### src/rtl/i2c_write_arbiter.sv
// i2c_write_arbiter: round-robin arbiter and sequencer that shares one I2C
// master write engine among NREQ requesters. It grants one requester, latches
// that requester's address/sub-address/data, raises start and follows the
// master's ready handshake to done or to a timeout abort.
module i2c_write_arbiter #(
    parameter int NREQ    = 4,
    parameter int TIMEOUT = 4096,
    parameter int CW      = 12
) (
    input  logic              clk,
    input  logic              reset,
    input  logic [NREQ-1:0]   req,
    input  logic [7*NREQ-1:0] req_addr,
    input  logic [8*NREQ-1:0] req_sub,
    input  logic [8*NREQ-1:0] req_data,
    output logic [NREQ-1:0]   gnt,
    output logic [NREQ-1:0]   done,
    output logic [NREQ-1:0]   err,
    output logic              busy,
    output logic              m_start,
    output logic [6:0]        m_addr,
    output logic [7:0]        m_sub,
    output logic [7:0]        m_data,
    input  logic              m_ready
);

    localparam int PW = (NREQ > 1) ? $clog2(NREQ) : 1;
    localparam logic [CW-1:0] TLAST = CW'(TIMEOUT - 1);
    localparam logic [PW-1:0] PLAST = PW'(NREQ - 1);

    typedef enum logic [1:0] {
        IDLE  = 2'd0,
        START = 2'd1,
        RUN   = 2'd2
    } state_t;

    state_t          state;
    logic [PW-1:0]   rr_ptr;
    logic [PW-1:0]   cur;
    logic [CW-1:0]   timer;
    logic [PW-1:0]   win;
    logic            win_valid;
    logic [PW-1:0]   ptr_after;

    logic [6:0] addr_arr [NREQ];
    logic [7:0] sub_arr  [NREQ];
    logic [7:0] data_arr [NREQ];

    // Unpack the flat requester buses into per-requester fields.
    generate
        for (genvar gi = 0; gi < NREQ; gi++) begin : g_unpack
            assign addr_arr[gi] = req_addr[7*gi +: 7];
            assign sub_arr[gi]  = req_sub[8*gi +: 8];
            assign data_arr[gi] = req_data[8*gi +: 8];
        end
    endgenerate

    // Winner: first active request scanning upward from rr_ptr with wrap.
    always_comb begin
        int            idx;
        logic [PW-1:0] pos;
        idx       = 0;
        pos       = '0;
        win       = '0;
        win_valid = 1'b0;
        for (int k = 0; k < NREQ; k++) begin
            idx = int'(rr_ptr) + k;
            if (idx >= NREQ) begin
                idx = idx - NREQ;
            end
            pos = PW'(idx);
            if (!win_valid && req[pos]) begin
                win_valid = 1'b1;
                win       = pos;
            end
        end
    end

    // Pointer value once the current owner has finished (one past it, wrapping).
    assign ptr_after = (cur == PLAST) ? '0 : cur + PW'(1);

    // Transaction sequencer; every output is registered here.
    always_ff @(posedge clk or posedge reset) begin
        if (reset) begin
            state   <= IDLE;
            gnt     <= '0;
            done    <= '0;
            err     <= '0;
            busy    <= 1'b0;
            m_start <= 1'b0;
            m_addr  <= '0;
            m_sub   <= '0;
            m_data  <= '0;
            rr_ptr  <= '0;
            cur     <= '0;
            timer   <= '0;
        end else begin
            done <= '0;
            err  <= '0;
            case (state)
                IDLE: begin
                    // A low ready here means the master is busy with someone
                    // else's traffic, so hold off granting.
                    if (win_valid && m_ready) begin
                        m_addr  <= addr_arr[win];
                        m_sub   <= sub_arr[win];
                        m_data  <= data_arr[win];
                        gnt     <= NREQ'(1) << win;
                        cur     <= win;
                        timer   <= '0;
                        m_start <= 1'b1;
                        busy    <= 1'b1;
                        state   <= START;
                    end
                end
                START: begin
                    if (!m_ready) begin
                        m_start <= 1'b0;
                        timer   <= '0;
                        state   <= RUN;
                    end else if (timer == TLAST) begin
                        err     <= NREQ'(1) << cur;
                        m_start <= 1'b0;
                        gnt     <= '0;
                        busy    <= 1'b0;
                        rr_ptr  <= ptr_after;
                        state   <= IDLE;
                    end else begin
                        timer <= timer + CW'(1);
                    end
                end
                RUN: begin
                    if (m_ready) begin
                        done   <= NREQ'(1) << cur;
                        gnt    <= '0;
                        busy   <= 1'b0;
                        rr_ptr <= ptr_after;
                        state  <= IDLE;
                    end else if (timer == TLAST) begin
                        err    <= NREQ'(1) << cur;
                        gnt    <= '0;
                        busy   <= 1'b0;
                        rr_ptr <= ptr_after;
                        state  <= IDLE;
                    end else begin
                        timer <= timer + CW'(1);
                    end
                end
                default: begin
                    m_start <= 1'b0;
                    gnt     <= '0;
                    busy    <= 1'b0;
                    state   <= IDLE;
                end
            endcase
        end
    end

endmodule
### config.mk
export PLATFORM = sky130hd
export DESIGN_NAME = i2c_write_arbiter
export DESIGN_NICKNAME = d
export VERILOG_FILES = /design/src/rtl/i2c_write_arbiter.sv
export SDC_FILE = /design/constraint.sdc
export NUM_CORES = 1
export LEC_CHECK = 0
export CAP_MARGIN = 20
export CORE_UTILIZATION = 30
export CTS_BUF_LIST = sky130_fd_sc_hd__clkbuf_8
export DETAILED_ROUTE_END_ITERATION = 8
export PLACE_DENSITY = 0.58
export SETUP_SLACK_MARGIN = 0.02
export SLEW_MARGIN = 20
export SYNTH_ARGS = -nofsm -noshare
export SYNTH_HDL_FRONTEND = slang
export SYNTH_SLANG_ARGS = --single-unit
### constraint.sdc
create_clock -name clk -period 5.55 [get_ports clk]
set_input_delay 0.8325 -clock clk [delete_from_list [all_inputs] [get_ports clk]]
set_output_delay 0.8325 -clock clk [all_outputs]
set_load 0.02 [all_outputs]
### Yosys cells after proc, flatten, opt, wreduce, memory -nomap -nowiden

Index checks and enable logic that the tools add are counted.

| storage, ports and cells | value |
|---|---|
| register bits after elaboration | 55 |
| input bits | 99 |
| output and inout port bits | 37 |
| logic and storage cells | 120 |

| cells by class | value |
|---|---|
| add/subtract/negate cells | 9 |
| $lt $le $gt $ge | 9 |
| eq/ne operators | 8 |
| shift-type cells | 2 |
| muxes and demuxes | 63 |
| bitwise logic cells | 2 |
| reductions and logical operators | 15 |

Operators with widths:

| kind | number |
|---|---|
| 12-bit 2-to-1 mux | 4 |
| 4-bit 2-to-1 mux | 9 |
| 12-bit one-hot mux with 3 select lines | 1 |
| 8-bit binary-select mux with 2-bit select | 2 |
| 2-bit 2-to-1 mux | 16 |
| 8-bit 2-to-1 mux | 4 |
| 7-bit binary-select mux with 2-bit select | 1 |
| 1-bit 2-to-1 mux | 14 |
| 7-bit 2-to-1 mux | 2 |
| 12-bit by 1-bit adder with 12-bit output (second input constant) | 1 |
| 12-bit == test (second input constant) | 1 |
| 3-bit greater-or-equal comparator (second input constant) | 4 |
| 2-bit by 3-bit less-than comparator with 1-bit output (second input constant) | 4 |
| 4-bit one-hot mux with 3 select lines | 1 |
| 1-bit binary-select mux with 2-bit select | 4 |
| 4-bit one-hot mux with 2 select lines | 1 |
| 1-bit by 2-bit << shifter with 4-bit output (first input constant) | 2 |
| 2-bit by 1-bit subtractor with 2-bit output (second input constant) | 4 |
| 2-bit by 2-bit adder with 3-bit output (second input constant) | 2 |
| 2-bit != test (second input constant) | 3 |
| 1-bit one-hot mux with 3 select lines | 2 |
| 2-bit one-hot mux with 3 select lines | 1 |
| 2-bit AND reduction | 3 |
| 3-bit AND reduction | 2 |
| other kinds (14) | 20 |

### Depth between registers and ports, before layout

Gate-level depths: netlist of the first run.

| logic depth | value |
|---|---|
| word-level depth | 18 |
| depth in mapped cells | 8 |
| gate-level depth less buffers | 7 |

### Least setup slack after synthesis of the first run

No wires, ideal clock.

| path | value |
|---|---|
| kind | input to register |
| start point | in req[0] |
| end point | reg m_addr[0] |
| library setup time | 87 ps |
| arrival time | 2121 ps |
| data required time | 5463 ps |
| setup slack | 3342 ps |
| stages on the path | 7 |
| buffers on the path | 2 |
| cells stage by stage | or4_1 > and3_1 > buf_6 > nand3_2 > buf_6 > a211oi_1 > a211oi_2 |

| between the ends | value |
|---|---|
| longest elaborated chain between the ends | 16 |
| elaborated cells on any way between the ends | 28 |
| those cells by class | mux: 19; bitwise: 1; reduce/logical: 8 |

RTL lines:

| what | line | RTL |
|---|---|---|
| start, declared | 12 | `input logic [NREQ-1:0] req,` |
| 1-bit binary-select mux with 2-bit select | 72 | `if (!win_valid && req[pos]) begin` |
| 1-bit 2-to-1 mux (implied by the code) | 72 |  |
| 1-bit 2-to-1 mux | 72 |  |
| 1-bit logical NOT | 72 |  |
| 1-bit logical AND | 72 |  |
| 1-bit 2-to-1 mux | 72 |  |
| 1-bit logical NOT | 72 |  |
| 1-bit logical AND | 72 |  |
| 1-bit 2-to-1 mux | 72 |  |
| 1-bit logical NOT | 72 |  |
| 1-bit logical AND | 72 |  |
| 2-bit 2-to-1 mux | 72 |  |
| 2-bit inverter with 3-bit output (implied by the code) | 105 | `m_addr <= addr_arr[win];` |
| 7-bit binary-select mux with 2-bit select | 105 |  |
| 7-bit 2-to-1 mux (implied by the code) (2 in series) | 105 |  |
| end signal, assigned | 105 |  |
| end, declared | 21 | `output logic [6:0] m_addr,` |

Several ways; a longest one is shown, not always the timed one. The select of a mux whose other input is x is not followed.
A chain may end at the register's enable or synchronous reset.

### Final worst setup path of the first run

| path | value |
|---|---|
| start point | in req[1] |
| end point | reg m_data[5] |

| between the ends | value |
|---|---|
| longest elaborated chain between the ends | 16 |
| elaborated cells on any way between the ends | 28 |
| those cells by class | mux: 19; bitwise: 1; reduce/logical: 8 |

RTL lines:

| what | line | RTL |
|---|---|---|
| 1-bit binary-select mux with 2-bit select | 72 |  |
| 1-bit 2-to-1 mux (implied by the code) | 72 |  |
| 1-bit 2-to-1 mux | 72 |  |
| 1-bit logical NOT | 72 |  |
| 1-bit logical AND | 72 |  |
| 1-bit 2-to-1 mux | 72 |  |
| 1-bit logical NOT | 72 |  |
| 1-bit logical AND | 72 |  |
| 1-bit 2-to-1 mux | 72 |  |
| 1-bit logical NOT | 72 |  |
| 1-bit logical AND | 72 |  |
| 2-bit 2-to-1 mux | 72 |  |
| 2-bit inverter with 3-bit output (implied by the code) | 107 | `m_data <= data_arr[win];` |
| 8-bit binary-select mux with 2-bit select | 107 |  |
| 8-bit 2-to-1 mux (implied by the code) (2 in series) | 107 |  |
| end signal, assigned | 107 |  |
| end, declared | 23 | `output logic [7:0] m_data,` |

Several ways; a longest one is shown, not always the timed one. The select of a mux whose other input is x is not followed.

==> impl_metrics.tcl, run 1 <==
set metrics [dict create \
    place_congestion 0.777 \
    slew_viol_final 0 \
    fmax_mhz 281 \
    syn_nets 463 \
    hold_path.class "reg2reg" \
    critPathSlowestCell "and3_1" \
    post_cts_resized 0 \
    cts_sinks 55 \
    drive_above_1_share_pct 8.11 \
    wl_per_cell_microns 17.3 \
    firstDrtPassIters 4 \
    port_buffers 135 \
    die_height_microns 108 \
    cts_tree "done" \
    clkLatencyLatePin_ns 0.31 \
    worst-path-buf-inv 1 \
    fp.dieW_microns 108 \
    regToRegSetupSlack_ns 2.49 \
    diodes 0 \
    min_path_cells 1 \
    min_period_over_period_pct 64.0 \
    drc 0 \
    slowest_delay_ns 0.88 \
    area_growth_pct 47.0 \
    end_kind "register" \
    synth_seq_area_share_pct 40.8 \
    finalHoldViolCount 0 \
    critPathRequiredTime_ns 5.72 \
    first_global_vias 3052 \
    synth_edf_count 0 \
    grt-ovfl-total 0 \
    worstReg2RegEnd "m_data[5]$_DFFE_PP0P_" \
    ios 136 \
    vias 3196 \
    vias_per_cell 5.15 \
    ir_worst_vdd_mv 0.199 \
    yosysUniqueCellTypes 43 \
    fin_tns_setup_ns 0 \
    clkTransAtPathRegs_ns 0.10 \
    criticalPathCategory "in2reg" \
    worstPathMaxFanout 25 \
    hold_end "busy$_DFFE_PP0P_" \
    finalWirelength_mm 10.7 \
    max_cap_violations 0 \
    reg2reg_from "state[0]$_DFFE_PP0P_" \
    worst_slew_pin_slew_ns 1.09 \
    grt_pass1_wl_mm 16.3 \
    hpwl_mm 7.84 \
    ys_dominant_reg_cell "dfrtp_1" \
    nNetsFinal 588 \
    timing.critical_path.cells "clkdlybuf4s50_1 > or4_1 > and3_1 > nand3_2 > a211oi_1 > a211oi_2" \
    reg2reg_depth 6 \
    ys_ff_latch 55 \
    die-area_sq_um 11700 \
    p_per_area_nw_per_um2 413 \
    syn_area_per_cell_sq_um 9.51 \
    core-area_sq_um 10900 \
    p_leak_uw 0.00206 \
    crit_arrival_ns 3.72 \
    cts_buffer_depth 2 \
    outcome "finished, final reports clean" \
    holdBufCountCts 0 \
    ys_warn_count 0 \
    setup_viol 0 \
    final_cell_area_sq_um 4960 \
    cts_root_buf "clkbuf_8" \
    netlist_area_sq_um 3370 \
    grt_max_degree 56 \
    first_iter_violations 168 \
    fin_crit_ns 3.55 \
    rsz0062_at_grt "no" \
    cts_setup_buffers 0 \
    start_kind "primary input" \
    fp-row-count 38 \
    slew_headroom_pct 27.6 \
    htreeDepth 2 \
    numCtsBuffers 5 \
    critPathTopFamily "simple AND/OR/NAND/NOR gates" \
    async_flop_share_pct 100 \
    antenna_found_initial 0 \
    synth_cells 355 \
    holdCritStartpoint "busy$_DFFE_PP0P_" \
    hold_ws_ns 0.505 \
    grt_use_total_pct 18.0 \
    drtAntennaViolNets 0 \
    place_area_sq_um 4820 \
    skew_ns 0.00681 \
    start_util_pct 31.0 \
]
routing by layer:
metal / up-vias / part of all wire [%] / global-route usage [%]
met3: 11 / 5.0 / 3.07
li1: 1564 / - / -
met1: 1543 / 45 / 24.2
met5: - / 0 / 0
met2: 78 / 48 / 29.3
met4: 0 / 1.6 / 5.87
state kept, by name, indices dropped and copies added, names as in the netlist:
register / cells
err: 4
m_addr: 7
rr_ptr: 2
timer: 12
gnt: 4
m_data: 8
cur: 2
m_start: 1
m_sub: 8
busy: 1
done: 4
state: 2
final cells by class:
class / count / area [sq um]
clock buffer: 5 / 68.8
timing repair buffer: 140 / 1390
multi-input combinational: 269 / 1850
tap: 140 / 175
inverter: 9 / 33.8
fill: 1044 / 5930
sequential: 55 / 1380
clock inverter: 3 / 63.8
logic make-up after synthesis:
group | synth area share [%]
compound gates | 22.8
buf+inv | 4.71
flops | 40.8
mux | 7.79
simple gates | 20.6
fa+ha+maj | 3.34
power breakdown:
group	internal [uW]	switching (uW)	leakage (uW)
clock network	179	133	0.0000695
logic	495	627	0.00131
registers	529	88.3	0.000685
total	1200	848	0.00206
per-stage QoR:
| stage | cells | util (%) | total power (uW) | setup WS [ns] |
|---|---|---|---|---|
| after global placement | 612 | 44.2 | 1730 | 1.80 |
| after global routing | 621 | 45.6 | 2190 | 1.79 |
| after floorplan | 355 | - | 1320 | 3.34 |
| final | 621 | 45.6 | 2050 | 2.00 |
| after CTS | 620 | 45.5 | 2070 | 2.01 |
| after detailed placement | 612 | 44.2 | 1750 | 1.66 |
synthesized netlist by cell type, drive strengths merged, types with 2 or more instances:
| cell type | number | area share [%] |
|---|---|---|
| mux2i | 24 | 7.1 |
| mux2 | 2 | 0.67 |
| inv | 9 | 1.0 |
| a32o | 4 | 1.2 |
| nor2b | 4 | 0.74 |
| clkbuf | 13 | 1.4 |
| and3 | 11 | 2.0 |
| buf | 9 | 2.3 |
| dfrtp | 55 | 41 |
| o21ai | 10 | 1.5 |
| ha | 9 | 3.3 |
| nand3 | 9 | 1.6 |
| a21o | 4 | 0.89 |
| nand2b | 4 | 0.74 |
| nor3b | 3 | 0.67 |
| a21oi | 9 | 1.3 |
| nor3 | 23 | 3.4 |
| a41oi | 3 | 0.78 |
| nand4 | 4 | 0.74 |
| nand2 | 37 | 4.1 |
| and2 | 7 | 1.3 |
| a211oi | 46 | 13 |
| or3 | 2 | 0.37 |
| and4 | 2 | 0.52 |
| nor2 | 31 | 3.7 |
| a31oi | 2 | 0.37 |
| o22ai | 2 | 0.37 |
| o31ai | 6 | 1.3 |
how the worst max path moves through the flow:
stage	start	endpoint	slack, ns	cells after the start
floorplan	req[0]	m_addr[0]$_DFFE_PP0P_	3.34	7
global placement	m_ready	m_sub[4]$_DFFE_PP0P_	1.80	5
detailed placement	req[1]	m_addr[6]$_DFFE_PP0P_	1.66	6
CTS	req[1]	m_addr[6]$_DFFE_PP0P_	2.01	6
global route	req[1]	m_addr[3]$_DFFE_PP0P_	1.79	6
finish	req[1]	m_data[5]$_DFFE_PP0P_	2.00	6
layout by cell type, fill, tap and decap left out, types with 2 or more instances in the layout:
cell type        count
a211oi_1            27
a211oi_2            19
a21o_1               4
a21oi_1              8
a31oi_1              2
a32o_1               4
a41oi_1              3
and2_1               7
and3_1              11
and4_1               2
buf_4                4
bufinv_16            2
clkbuf_8             5
clkdlybuf4s50_1    135
dfrtp_1             55
ha_1                 9
inv_1                9
mux2_2               2
mux2i_1             24
nand2_1             37
nand2b_1             4
nand3_1              7
nand3_2              2
nand4_1              4
nor2_1              30
nor2b_1              4
nor3_1              23
nor3b_1              3
o21ai_0             10
o22ai_1              2
o31ai_1              6
or3_1                2
Note: power is estimated with default switching activity, not from simulation.
==> run 2: changes to the inputs <==
Settings changed: PLACE_DENSITY 0.58 to 0.6.
Clock period 5.55 ns to 3 ns, I/O delays scaled along.
==> run 2 against run 1 <==
Compared with the run above:
- utilization hardly changed
- clock-buffer cell count stayed put
- setup slack worse by 1.2 ns
- critical path depth is 1 higher
- die area stayed put
- combinational power is 89% higher
- final area hardly changed
- power is 79% higher
- clock power is 33% higher
==> impl_metrics.tcl, run 2 (synthesis gave the netlist of run 1 again) <==
set metrics [dict create \
    reg2reg_depth 8 \
    drive_above_1_share_pct 9.05 \
    skew_ns 0.0129 \
    largest-register "timer" \
    reg2reg_from "state[0]$_DFFE_PP0P_" \
    die_height_microns 108 \
    critPathLaunch "m_ready" \
    vias_per_cell 5.15 \
    fin_crit_ns 2.23 \
    slew_viol_final 0 \
    holdBufCountCts 0 \
    place_congestion 0.789 \
    post-route-util_pct 45.6 \
    reg_top3 "timer (12), m_data (8), m_sub (8)" \
    core-area_sq_um 10900 \
    final_cell_count_no_fill 626 \
    grt_max_degree 38 \
    hpwl_mm 7.71 \
    finalHoldViolCount 0 \
    grt-ovfl-total 0 \
    hold_path.class "reg2reg" \
    p_leak_uw 0.00207 \
    power_uw 3670 \
    cts_tree "done" \
    ir_worst_vdd_mv 0.421 \
    drc 0 \
    dp.cells 618 \
    start_util_pct 31.0 \
    first_iter_violations 197 \
    largest_reg_flops 12 \
    num-fill-cells 1021 \
    clockPowerShare_pct 11.3 \
    critPathRequiredTime_ns 3.25 \
    clkTransAtPathRegs_ns 0.10 \
    grt_pass1_wl_mm 16.3 \
    fp.dieW_microns 108 \
    regArea_sq_um 1380 \
    place_area_sq_um 4880 \
    nNetsFinal 593 \
    p_per_area_nw_per_um2 740 \
    worstPathMaxFanout 12 \
    vias 3225 \
    firstDrtPassIters 4 \
    start_kind "primary input" \
    cp-endpoint "timer[5]$_DFFE_PP0P_" \
    cts_root_buf "clkbuf_8" \
    fp-row-count 38 \
    die-area_sq_um 11700 \
    ios 136 \
    criticalPathCategory "in2reg" \
    first_global_vias 3054 \
    post_cts_resized 0 \
    end_kind "register" \
    area_growth_pct 47.1 \
    finalWirelength_mm 10.6 \
    clkLatencyLatePin_ns 0.32 \
    outcome "finished, final reports clean" \
    worstReg2RegEnd "timer[5]$_DFFE_PP0P_" \
    seq_power_share_pct 31.0 \
    combPwrFrac_pct 57.7 \
    antenna_found_initial 0 \
    cts_sinks 55 \
    drtAntennaViolNets 0 \
    fin_tns_setup_ns 0 \
    fmax_mhz 449 \
    cts_buffer_depth 2 \
    internal-power_uw 2090 \
    final_cell_area_sq_um 4960 \
    numCtsBuffers 5 \
    worst_slew_pin_slew_ns 0.581 \
    multi_input_area_sq_um 1840 \
    min_period_over_period_pct 74.2 \
    layout_commonest_cell "clkdlybuf4s50_1" \
    power_switching_uw 1580 \
    swShare_pct 43.0 \
    crit_arrival_ns 2.48 \
    port_buffers 135 \
    regToRegSetupSlack_ns 0.81 \
    grt_use_total_pct 18.1 \
    slew_headroom_pct 61.2 \
    setup_viol 0 \
    htreeDepth 2 \
    wl_per_cell_microns 16.9 \
    cts_setup_buffers 0 \
    max_cap_violations 0 \
    diodes 0 \
    rsz0062_at_grt "no" \
    final_cell_mix "135 x clkdlybuf4s50_1, 55 x dfrtp_1, 37 x nand2_1" \
]
run 2: cell count changes in the layout (fill, tap and decap cells not counted), sizes merged:
cell      before  now
clkinvlp       0    1
bufinv         2    0
clkinv         0    1
buf            5   10
run 2: how the worst min path moves through the flow:
stage | end | start | slack (ns) | cells after the start
2_1_floorplan | timer[11]$_DFFE_PP0P_ | timer[11]$_DFFE_PP0P_ | 0.47 | 1
3_3_place_gp | busy$_DFFE_PP0P_ | busy$_DFFE_PP0P_ | 0.47 | 1
3_5_place_dp | busy$_DFFE_PP0P_ | busy$_DFFE_PP0P_ | 0.48 | 1
4_1_cts | timer[11]$_DFFE_PP0P_ | timer[11]$_DFFE_PP0P_ | 0.52 | 1
5_1_grt | gnt[3]$_DFFE_PP0P_ | gnt[3]$_DFFE_PP0P_ | 0.54 | 1
6_report | busy$_DFFE_PP0P_ | busy$_DFFE_PP0P_ | 0.51 | 1
run 2: critical path: stages:
cell	delay (ns)
clkdlybuf4s50_1	0.73
o41ai_1	0.21
a21boi_1	0.32
buf_4	0.22
nand2_1	0.09
or3_1	0.36
nand3_1	0.10
run 2: metrics by stage:
| step | hold slack [ns] | worst slack (ns) |
|---|---|---|
| final | 0.509 | 0.773 |
| after global routing | 0.536 | 0.577 |
| after CTS | 0.518 | 0.737 |
| after detailed placement | 0.483 | 0.426 |
| after global placement | 0.474 | 0.418 |
| after floorplan | 0.472 | 1.17 |
run 2: routing by layer:
layer	GRT usage (%)	vias to the layer above	share of wire (%)
met3	2.53	7	5.5
met4	4.89	0	1.1
met5	0	-	0
li1	-	1578	-
met1	24.4	1542	45
met2	30.0	98	48
run 2: power by group through the flow:
| stage | Combinational, uW | Clock [uW] | Sequential [uW] |
|---|---|---|---|
| finish | 2120 | 415 | 1140 |
| global placement | 2100 | 0 | 1150 |
| CTS | 2140 | 435 | 1140 |
| detailed placement | 2130 | 0 | 1150 |
| floorplan | 1070 | 0 | 1360 |
| global route | 2290 | 462 | 1180 |
run 2: area by class of cell:
| class | instances | share of cell area (%) |
|---|---|---|
| Tap cell | 140 | 3.53 |
| Clock inverter | 3 | 0.328 |
| Timing Repair Buffer | 145 | 29.2 |
| Clock buffer | 5 | 1.39 |
| Sequential cell | 55 | 27.7 |
| Inverter | 9 | 0.680 |
| Multi-Input combinational cell | 269 | 37.1 |
==> run 3: changes to the inputs <==
Settings changed: PLACE_DENSITY 0.6 to 0.58.
Clock period 3 ns to 2.2 ns, I/O delays scaled along.
==> run 3 against run 2 <==
Compared with the run above:
- clock skew is essentially flat
- die area stayed put
- clock-buffer cell count increased by 2
- highest routed layer unchanged
- critical path type unchanged
- largest power group unchanged
- final cell count is 3.5% higher
- power rose by 44%
- clock power grew 48%
==> impl_metrics.tcl, run 3 (synthesis gave the netlist of run 1 again) <==
set metrics [dict create \
    outcome "finished, final reports clean" \
    skew_ns 0.0130 \
    p_per_area_nw_per_um2 1010 \
    nNetsFinal 615 \
    core-area_sq_um 10900 \
    grt_max_degree 28 \
    p_leak_uw 0.00221 \
    finalWirelength_mm 10.8 \
    wl_per_cell_microns 16.7 \
    hpwl_mm 8.11 \
    reg2reg_from "state[0]$_DFFE_PP0P_" \
    fp.dieW_microns 108 \
    critPathSlowestCell "nor2_4" \
    vias 3244 \
    crit_arrival_ns 2.24 \
    firstDrtPassIters 4 \
    critPathRequiredTime_ns 2.35 \
    hold_ws_ns 0.401 \
    diodes 0 \
    worstPathMaxFanout 19 \
    drc 0 \
    cts_sinks 55 \
    drive_above_1_share_pct 13.2 \
    place_congestion 0.834 \
    layout_commonest_cell "clkdlybuf4s50_1" \
    clkTransAtPathRegs_ns 0.10 \
    slew_viol_final 0 \
    largest-register "timer" \
    final_cell_count_no_fill 648 \
    largest_reg_flops 12 \
    fmax_mhz 480 \
    power_uw 5290 \
    worst_slew_pin_slew_ns 0.743 \
    cp-endpoint "m_addr[6]$_DFFE_PP0P_" \
    vias_per_cell 5.01 \
    ir_worst_vdd_mv 0.593 \
    drtAntennaViolNets 0 \
    die_height_microns 108 \
    ios 136 \
    final_cell_mix "135 x clkdlybuf4s50_1, 55 x dfrtp_1, 37 x nand2_1" \
    critPathLaunch "req[1]" \
    hold_path.class "in2async" \
    reg_top3 "timer (12), m_data (8), m_sub (8)" \
    max_cap_violations 0 \
    end_kind "register" \
    reg2reg_depth 6 \
    worst-path-buf-inv 1 \
    dp.cells 640 \
    crit_cells 6 \
    cts_tree "done" \
    numCtsBuffers 5 \
    slowest_delay_ns 0.60 \
    start_util_pct 31.0 \
    setup_viol 0 \
    fp-row-count 38 \
    clkLatencyLatePin_ns 0.31 \
    cts_buffer_depth 2 \
    regArea_sq_um 1380 \
    port_buffers 135 \
    cts_root_buf "clkbuf_8" \
    fin_tns_setup_ns 0 \
    grt_use_total_pct 18.3 \
    first_global_vias 3218 \
    critPathTopFamily "simple AND/OR/NAND/NOR gates" \
    first_iter_violations 155 \
    grt_pass1_wl_mm 16.6 \
    rsz0062_at_grt "no" \
    die-area_sq_um 11700 \
    min_period_over_period_pct 94.7 \
    area_growth_pct 54.5 \
    htreeDepth 2 \
    slew_headroom_pct 50.3 \
    timing.critical_path.cells "clkdlybuf4s50_1 > nor2b_1 > a221o_1 > and2_1 > nor2_4 > a211oi_2" \
    start_kind "primary input" \
    criticalPathCategory "in2reg" \
    regToRegSetupSlack_ns 0.16 \
    worstReg2RegEnd "m_addr[6]$_DFFE_PP0P_" \
    finalHoldViolCount 0 \
    grt-ovfl-total 0 \
    multi_input_area_sq_um 1850 \
    fin_crit_ns 2.08 \
    antenna_found_initial 0 \
    num-fill-cells 1072 \
]
run 3: how the worst min path moves through the flow:
stage / from / endpoint / slack (ns) / cells after the start
final: reset / m_sub[7]$_DFFE_PP0P_ / 0.40 / 2
after global placement: busy$_DFFE_PP0P_ / busy$_DFFE_PP0P_ / 0.49 / 1
after detailed placement: busy$_DFFE_PP0P_ / busy$_DFFE_PP0P_ / 0.47 / 1
after floorplan: timer[11]$_DFFE_PP0P_ / timer[11]$_DFFE_PP0P_ / 0.47 / 1
after CTS: reset / m_data[7]$_DFFE_PP0P_ / 0.42 / 2
after global routing: reset / m_sub[7]$_DFFE_PP0P_ / 0.44 / 2
run 3: report_power, final:
part | internal [uW] | switching [uW]
logic | 1490 | 1620
clock network | 284 | 332
registers | 1330 | 226
total | 3110 | 2180
run 3: area by class of cell:
| class | count | area share [%] |
|---|---|---|
| well taps | 140 | 3.36 |
| multi-input cells | 269 | 35.5 |
| clock inverters | 1 | 0.0720 |
| flip-flops and latches | 55 | 26.4 |
| repair buffers | 167 | 32.2 |
| inverters | 9 | 0.648 |
| clock buffers | 7 | 1.85 |
run 3: what timing repair did:
item	4_1_cts	5_1_grt
setup endpoints to repair	0	1
setup buffers	0	0
hold buffers	0	0
resized for setup	0	1
run 3: metal layers:
metal	GRT usage (%)	share of wire, %	vias to the layer above
met5	0	0	-
met4	4.70	0.60	0
met3	2.11	4.5	4
met2	31.6	49	74
met1	24.3	46	1543
li1	-	-	1623
run 3: stage by stage:
stage          area [sq um]  util [%]  worst slack [ns]
2_1_floorplan          3370         -             0.402
3_3_place_gp           5110      46.9            -0.250
3_5_place_dp           5110      46.9            -0.230
4_1_cts                5210      47.8            0.0854
5_1_grt                5220      47.9            0.0212
6_report               5220      47.9             0.116
run 3: worst reg2reg max path: stages, from the launching register on:
cell and delay, ns:
dfrtp_1 0.43, inv_1 0.10, ha_1 0.26, nand3_1 0.18
buf_4 0.20, nor2_4 0.57, a211oi_2 0.15
